$ cat src/rtl/mem_access_stage_pkg.sv
// Shared encodings for the MEM stage: access sizes, FSM states and the
// bus-timeout counter sizing helper.
`default_nettype none

package mem_defs;

  localparam logic [1:0] MEM_B = 2'b00;
  localparam logic [1:0] MEM_H = 2'b01;
  localparam logic [1:0] MEM_W = 2'b10;

  localparam logic [1:0] ST_IDLE = 2'd0;
  localparam logic [1:0] ST_BUSY = 2'd1;
  localparam logic [1:0] ST_DONE = 2'd2;

  // The counter only has to reach timeout-1, so clog2(timeout) bits suffice.
  function automatic int cnt_width(input int timeout);
    if (timeout < 2) return 1;
    return $clog2(timeout);
  endfunction

endpackage

`default_nettype wire

$ cat src/rtl/mem_access_stage_align.sv
// Byte-lane steering: store strobes/replicated data, load lane select with
// sign/zero extension, and the alignment check.
`default_nettype none

module mem_align
  import mem_defs::*;
(
  input  logic [1:0]  size,
  input  logic        is_unsigned,
  input  logic [1:0]  addr_lo,
  input  logic [31:0] store_data,
  input  logic [31:0] rdata,
  output logic [3:0]  wstrb,
  output logic [31:0] wdata,
  output logic [31:0] load_data,
  output logic        misaligned
);

  logic [7:0]  lane_b;
  logic [15:0] lane_h;

  assign lane_b = rdata[{addr_lo, 3'b000} +: 8];
  assign lane_h = rdata[{addr_lo[1], 4'b0000} +: 16];

  always_comb begin
    wstrb      = 4'b1111;
    wdata      = store_data;
    misaligned = 1'b0;
    load_data  = rdata;
    case (size)
      MEM_B: begin
        wstrb     = 4'b0001 << addr_lo;
        wdata     = {4{store_data[7:0]}};
        load_data = is_unsigned ? {24'b0, lane_b} : {{24{lane_b[7]}}, lane_b};
      end
      MEM_H: begin
        wstrb      = 4'b0011 << addr_lo;
        wdata      = {2{store_data[15:0]}};
        misaligned = addr_lo[0];
        load_data  = is_unsigned ? {16'b0, lane_h} : {{16{lane_h[15]}}, lane_h};
      end
      // Word, and the unused encoding 11 which behaves as a word.
      default: misaligned = |addr_lo;
    endcase
  end

endmodule

`default_nettype wire

$ cat src/rtl/mem_access_stage.sv
// MEM pipeline stage: drives the data bus with a req/ack handshake, stalls the
// pipeline until completion and reports misaligned or timed-out accesses.
`default_nettype none

module mem_access_stage
  import mem_defs::*;
#(
  parameter int DBUS_TIMEOUT = 255
) (
  input  logic        clk,
  input  logic        rst,
  input  logic        pipeline_stop_i,
  input  logic        ex_mem_re_i,
  input  logic        ex_mem_we_i,
  input  logic [1:0]  ex_mem_size_i,
  input  logic        ex_mem_unsigned_i,
  input  logic [31:0] ex_alu_i,
  input  logic [31:0] ex_store_data_i,
  input  logic        ex_reg_we_i,
  input  logic [4:0]  ex_wR_i,
  input  logic [31:0] ex_pc4_i_debug,
  input  logic        ex_debug_wb_have_inst_i,
  output logic        dbus_req_o,
  output logic        dbus_we_o,
  output logic [31:0] dbus_addr_o,
  output logic [3:0]  dbus_wstrb_o,
  output logic [31:0] dbus_wdata_o,
  input  logic        dbus_ack_i,
  input  logic [31:0] dbus_rdata_i,
  output logic        mem_reg_we_o,
  output logic [31:0] mem_wD_o,
  output logic [4:0]  mem_wR_o,
  output logic [31:0] mem_pc4_o_debug,
  output logic        mem_debug_wb_have_inst_o,
  output logic        mem_stall_o,
  output logic        mem_fault_o
);

  localparam int CNT_W = cnt_width(DBUS_TIMEOUT);
  localparam logic [CNT_W-1:0] CNT_LAST = CNT_W'((DBUS_TIMEOUT > 0) ? DBUS_TIMEOUT - 1 : 0);

  logic [1:0]       state, next_state;
  logic [CNT_W-1:0] cnt;
  logic [31:0]      load_q;
  logic             fault_q, fault_pulse;
  logic             req_q, we_q;
  logic [29:0]      addr_q;
  logic [3:0]       wstrb_q;
  logic [31:0]      wdata_q;

  logic [3:0]  align_wstrb;
  logic [31:0] align_wdata, align_load;
  logic        misaligned;
  logic        is_mem, discard, valid_op, misalign_op, timeout_hit;

  mem_align u_align (
    .size        (ex_mem_size_i),
    .is_unsigned (ex_mem_unsigned_i),
    .addr_lo     (ex_alu_i[1:0]),
    .store_data  (ex_store_data_i),
    .rdata       (dbus_rdata_i),
    .wstrb       (align_wstrb),
    .wdata       (align_wdata),
    .load_data   (align_load),
    .misaligned  (misaligned)
  );

  assign is_mem      = ex_mem_re_i | ex_mem_we_i;
  assign discard     = ex_pc4_i_debug[31];
  assign valid_op    = is_mem & ~discard & ~misaligned;
  assign misalign_op = is_mem & ~discard & misaligned;
  assign timeout_hit = (DBUS_TIMEOUT != 0) && (cnt == CNT_LAST);

  always_ff @(posedge clk) begin
    if (rst) state <= ST_IDLE;
    else     state <= next_state;
  end

  always_comb begin
    next_state = state;
    case (state)
      ST_IDLE: if (valid_op) next_state = ST_BUSY;
      ST_BUSY: if (dbus_ack_i || timeout_hit) next_state = ST_DONE;
      ST_DONE: if (!pipeline_stop_i) next_state = ST_IDLE;
      default: next_state = ST_IDLE;
    endcase
  end

  always_ff @(posedge clk) begin
    if (rst) begin
      req_q       <= 1'b0;
      we_q        <= 1'b0;
      addr_q      <= '0;
      wstrb_q     <= '0;
      wdata_q     <= '0;
      cnt         <= '0;
      load_q      <= '0;
      fault_q     <= 1'b0;
      fault_pulse <= 1'b0;
    end else begin
      fault_pulse <= 1'b0;
      case (state)
        ST_IDLE: begin
          if (valid_op) begin
            req_q   <= 1'b1;
            we_q    <= ex_mem_we_i;
            addr_q  <= ex_alu_i[31:2];
            wstrb_q <= align_wstrb;
            wdata_q <= align_wdata;
            cnt     <= '0;
            fault_q <= 1'b0;
          end else if (misalign_op && !pipeline_stop_i) begin
            // Pulse once, as the faulting instruction leaves the stage.
            fault_pulse <= 1'b1;
          end
        end
        ST_BUSY: begin
          if (dbus_ack_i) begin
            req_q  <= 1'b0;
            load_q <= align_load;
          end else if (timeout_hit) begin
            req_q       <= 1'b0;
            fault_q     <= 1'b1;
            fault_pulse <= 1'b1;
          end else begin
            cnt <= cnt + CNT_W'(1);
          end
        end
        default: ;
      endcase
    end
  end

  always_comb begin
    mem_stall_o  = 1'b0;
    mem_reg_we_o = 1'b0;
    mem_wD_o     = ex_alu_i;
    if (!rst) begin
      case (state)
        ST_IDLE: begin
          mem_stall_o  = valid_op;
          mem_reg_we_o = ex_reg_we_i & ~is_mem & ~discard;
        end
        ST_BUSY: mem_stall_o = 1'b1;
        ST_DONE: begin
          mem_reg_we_o = ex_reg_we_i & ~fault_q;
          if (ex_mem_re_i) mem_wD_o = load_q;
        end
        default: ;
      endcase
    end
  end

  assign dbus_req_o   = req_q;
  assign dbus_we_o    = we_q;
  assign dbus_addr_o  = {addr_q, 2'b00};
  assign dbus_wstrb_o = wstrb_q;
  assign dbus_wdata_o = wdata_q;
  assign mem_fault_o  = fault_pulse;

  assign mem_wR_o                 = ex_wR_i;
  assign mem_pc4_o_debug          = ex_pc4_i_debug;
  assign mem_debug_wb_have_inst_o = ex_debug_wb_have_inst_i;

endmodule

`default_nettype wire

$ cat config.mk
export PLATFORM = sky130hd
export DESIGN_NAME = mem_access_stage
export DESIGN_NICKNAME = d
export VERILOG_FILES = /design/src/rtl/mem_access_stage_pkg.sv /design/src/rtl/mem_access_stage_align.sv /design/src/rtl/mem_access_stage.sv
export SDC_FILE = /design/constraint.sdc
export NUM_CORES = 1
export LEC_CHECK = 0
export ABC_AREA = 1
export CORE_MARGIN = 2
export CORE_UTILIZATION = 44
export DETAILED_ROUTE_END_ITERATION = 12
export GPL_ROUTABILITY_DRIVEN = 0
export PLACE_DENSITY = 0.82
export RECOVER_POWER = 100
export SLEW_MARGIN = 20
export SYNTH_ARGS = -nofsm -noshare
export SYNTH_HDL_FRONTEND = slang
export SYNTH_SLANG_ARGS = --single-unit
export TNS_END_PERCENT = 30
$ cat constraint.sdc
create_clock -name clk -period 2.9 [get_ports clk]
set_input_delay 0.29 -clock clk [delete_from_list [all_inputs] [get_ports clk]]
set_output_delay 0.29 -clock clk [all_outputs]
set_load 0.03 [all_outputs]
==> implementation parameters <==
Parameter                              Value

Floorplanning
  Placement Rows ... 42
  Placeable Area ... 0.0131 sq mm
  Vert. Die Dim ... 119 um
  Initial cell density of the core ... 0.446
  Floorplan die width ... 119 um
  Die area ... 0.0142 sq mm
  Number of top-level pins ... 287

Detailed routing
  Vias per cell ... 5.05
  Top metal layer carrying routed signals ... met4
  Met2 routed wirelength ... 8.51 mm
  Number of DRC violations after detailed routing ... 0
  Amount of wire on met3 after detailed routing ... 1.18 mm
  Total Wirelength ... 18.0 mm
  DRT Pass-1 Iters ... 5
  Initial detailed-routing violation count ... 656
  Number of vias after detailed routing ... 5,959
  Met1 Wirelength ... 7.90 mm
  Number of routed nets with antenna violations ... 0
  Routed wire per std cell ... 15.3 um

Setup path
  Worst Path Max Fanout ... 15
  Cell Chain, Critical Path ... dlygate4sd3_1 -> nor2_1 -> nor2_1 -> nand4_1 -> a21oi_1 -> buf_4
  Worst reg2reg setup slack ... 0.52 ns
  Family of cells with the greatest summed delay on the critical path ... simple AND/OR/NAND/NOR gates
  Crit Path Class ... input pin to output pin
  Worst reg2reg startpoint ... state[1]
  Category of the worst setup path capture point ... output pin
  Required time at the endpoint of the critical path ... 2.61 ns
  Type of element launching the critical path ... input pin
  Path depth of the worst reg2reg path ... 7
  Endpoint of the worst register-to-register path ... cnt[1]
  Critical path arrival ... 2.31 ns
  Crit path buffers/inverters ... 2
  Maximum cell stage delay along the critical path ... 0.60 ns
  Slowest cell on the critical path ... sky130_fd_sc_hd__nand4_1
  Crit-path most repeated cell ... sky130_fd_sc_hd__nor2_1

Placement
  Worst slack at placement ... 0.543 ns
  I/O Buffers ... 210
  DPL Wire Length ... 13.0 mm

Power
  Total power per unit cell area ... 524 mW/mm^2
  Reported leakage power ... 0.00352 uW
  Worst vdd rail ir drop ... 324 uV

Worst hold path
  Worst hold path endpoint ... dbus_wstrb_o[2]
  Class of the worst hold path ... input pin to flop
  Hold Path Origin ... ex_mem_size_i[1]
  Hold Path Stages ... 5

CTS
  Clock edge transition at the registers on the reported setup and hold paths ... 0.07 ns
  Clk Tree Root Cell ... sky130_fd_sc_hd__clkbuf_16
  TritonCTS clock tree ... done
  H-tree lvl count ... 3
  Number of hold buffers added after cts ... 0
  Maximum count of clock buffers along a single path ... 2
  Number of gates resized after cts ... 0
  Post-CTS setup buffer count ... 0
  Number of clock sinks seen by CTS ... 112
  Cts bufs inserted ... 9
  Clock latency on the worst-skew pair ... 0.35 ns

STA
  Final sum of negative setup slack ... 0 ns
  Peak clock frequency supported by timing ... 0.384 GHz
  Transition time at the pin with the least slew margin ... 0.988 ns
  Final number of setup-violating endpoints ... 0
  Total count of max-transition violations in the final report ... 0
  Final worst path period need ... 2.60 ns
  Worst relative slew slack ... 0.341
  Clock Skews ... 0.00893 ns
  Final count of hold timing violations ... 0
  Crit path setup slack, layout ... 0.295 ns
  Unrepaired setup endpoints after global routing ... no
  WHS ... 0.432 ns
  Ratio of final minimum period to clock period ... 0.898

Job
  Number of maximum-capacitance violations ... 0

Outcome
  Outcome ... complete, no violations

Synthesis
  Biggest area consumer among synthesized cells ... sky130_fd_sc_hd__dfxtp_1
  Portion of synthesized cell area occupied by the leading cell type ... 0.384
  Number of storage elements in the synthesis netlist ... 112
  Avg Cell Area, Syn ... 6.78 sq um
  Gate count after technology mapping ... 860
  Post-synthesis sequential area ratio ... 0.384
  Number of different library cells in the post-synthesis netlist ... 30
  Top cells by area, synth ... sky130_fd_sc_hd__dfxtp_1, sky130_fd_sc_hd__nand2_1, sky130_fd_sc_hd__o21ai_0, sky130_fd_sc_hd__a21oi_1, sky130_fd_sc_hd__nor2_1
  Yosys warnings ... 0
  Netlist area before placement ... 0.00583 sq mm

Layout
  Fraction of layout instances using a drive strength above 1 ... 0.0458
  Layout overhead on the synthesized area ... 34.2%
  Antenna diode count ... 0
  Number of fill cells in the layout ... 1,183
  Nets ... 1,146

GRT
  Largest net degree at the start of global routing ... 84
  Vias in the first global route ... 5,531
  GRT overflow ... 0
  GRT Overall Usage ... 0.248
  First-pass GRT wire length ... 28.3 mm
  Antenna violations before repair ... 0
## logic make-up (layout without fill, tap and decap cells)
logic type	after synthesis	after routing	synth area share
AO/OA/AOI/OAI	225	225	0.199
other	1	2	0.000643
buffers and inverters	172	315	0.149
flip-flops	112	112	0.384
adder cells (fa/ha/maj)	2	2	0.00429
multiplexers	14	14	0.0255
AND/OR/NAND/NOR	332	332	0.234
XOR/XNOR	2	2	0.00300
## area by class of cell
class                           instances  area (sq um)  share of cell area
Clock buffer                           11           253              0.0323
Clock inverter                          4          98.8              0.0126
Inverter                               79           297              0.0379
Multi-Input combinational cell        577          2690               0.343
Sequential cell                       112          2240               0.286
Tap cell                              176           220              0.0281
Timing Repair Buffer                  221          2030               0.259
## worst reg2reg max path: stages (launching register included)
cell                      delay, ns
sky130_fd_sc_hd__dfxtp_1       0.35
sky130_fd_sc_hd__nor2_1        0.28
sky130_fd_sc_hd__nand4_1       0.61
sky130_fd_sc_hd__buf_4         0.47
sky130_fd_sc_hd__nand2_1       0.27
sky130_fd_sc_hd__o21ai_0       0.16
sky130_fd_sc_hd__nand2_1       0.09
sky130_fd_sc_hd__nor2_1        0.06
## stage by stage
| step | utilization | total power [uW] | instance area (sq um) | std cells |
|---|---|---|---|---|
| after global placement | 0.583 | 2730 | 7630 | 1165 |
| after detailed placement | 0.583 | 2740 | 7630 | 1165 |
| after global routing | 0.599 | 4280 | 7830 | 1180 |
| after CTS | 0.610 | 4190 | 7990 | 1180 |
| after floorplan | - | 2380 | 5840 | 861 |
| final | 0.599 | 4110 | 7830 | 1180 |
## sequential cells by signal, summed over array words and instances, names as in the netlist
signal / cells
dbus_we_o: 1
fault_q: 1
dbus_req_o: 1
state: 2
dbus_wdata_o: 32
mem_fault_o: 1
cnt: 8
addr_q: 30
load_q: 32
dbus_wstrb_o: 4
## worst max-delay path by stage
stage | from | endpoint | cells after the start
floorplan | rst | mem_wD_o[10] | 6
global placement | rst | mem_wD_o[2] | 6
detailed placement | ex_mem_re_i | cnt[1] | 9
CTS | state[1] | mem_wD_o[15] | 5
global route | ex_mem_re_i | cnt[1] | 9
finish | ex_mem_re_i | mem_stall_o | 6
## layout by cell type, fill, tap and decap left out, drive strengths merged
cell	count
a21oi	94
a31oi	2
buf	15
bufinv	3
clkbuf	36
clkdlybuf4s25	1
clkdlybuf4s50	104
conb	2
dfxtp	112
dlygate4sd3	76
ha	2
inv	80
mux2	7
mux2i	7
nand2	192
nand3	28
nand4	9
nor2	103
o211ai	9
o21ai	118
o31ai	2
xor2	2
## synth_stat cells, drive strengths merged
| cell | number |
|---|---|
| buf | 70 |
| clkbuf | 23 |
| o21ai | 118 |
| conb | 1 |
| mux2i | 7 |
| nand2 | 192 |
| o211ai | 9 |
| inv | 79 |
| xor2 | 2 |
| nor2 | 103 |
| mux2 | 7 |
| a31oi | 2 |
| dfxtp | 112 |
| o31ai | 2 |
| ha | 2 |
| nand4 | 9 |
| nand3 | 28 |
| a21oi | 94 |
## metal layers
metal  up-vias  track usage
met2       222        0.406
met5         -            0
li1       3022            -
met4         0       0.0885
met3        35       0.0508
met1      2680        0.325
## power by group
part | internal, uW | switching (uW) | leakage, uW
logic | 374 | 586 | 0.00243
clock network | 891 | 568 | 0.000172
registers | 1640 | 47.0 | 0.000916
No activity file was read; power rests on OpenSTA's default activity.
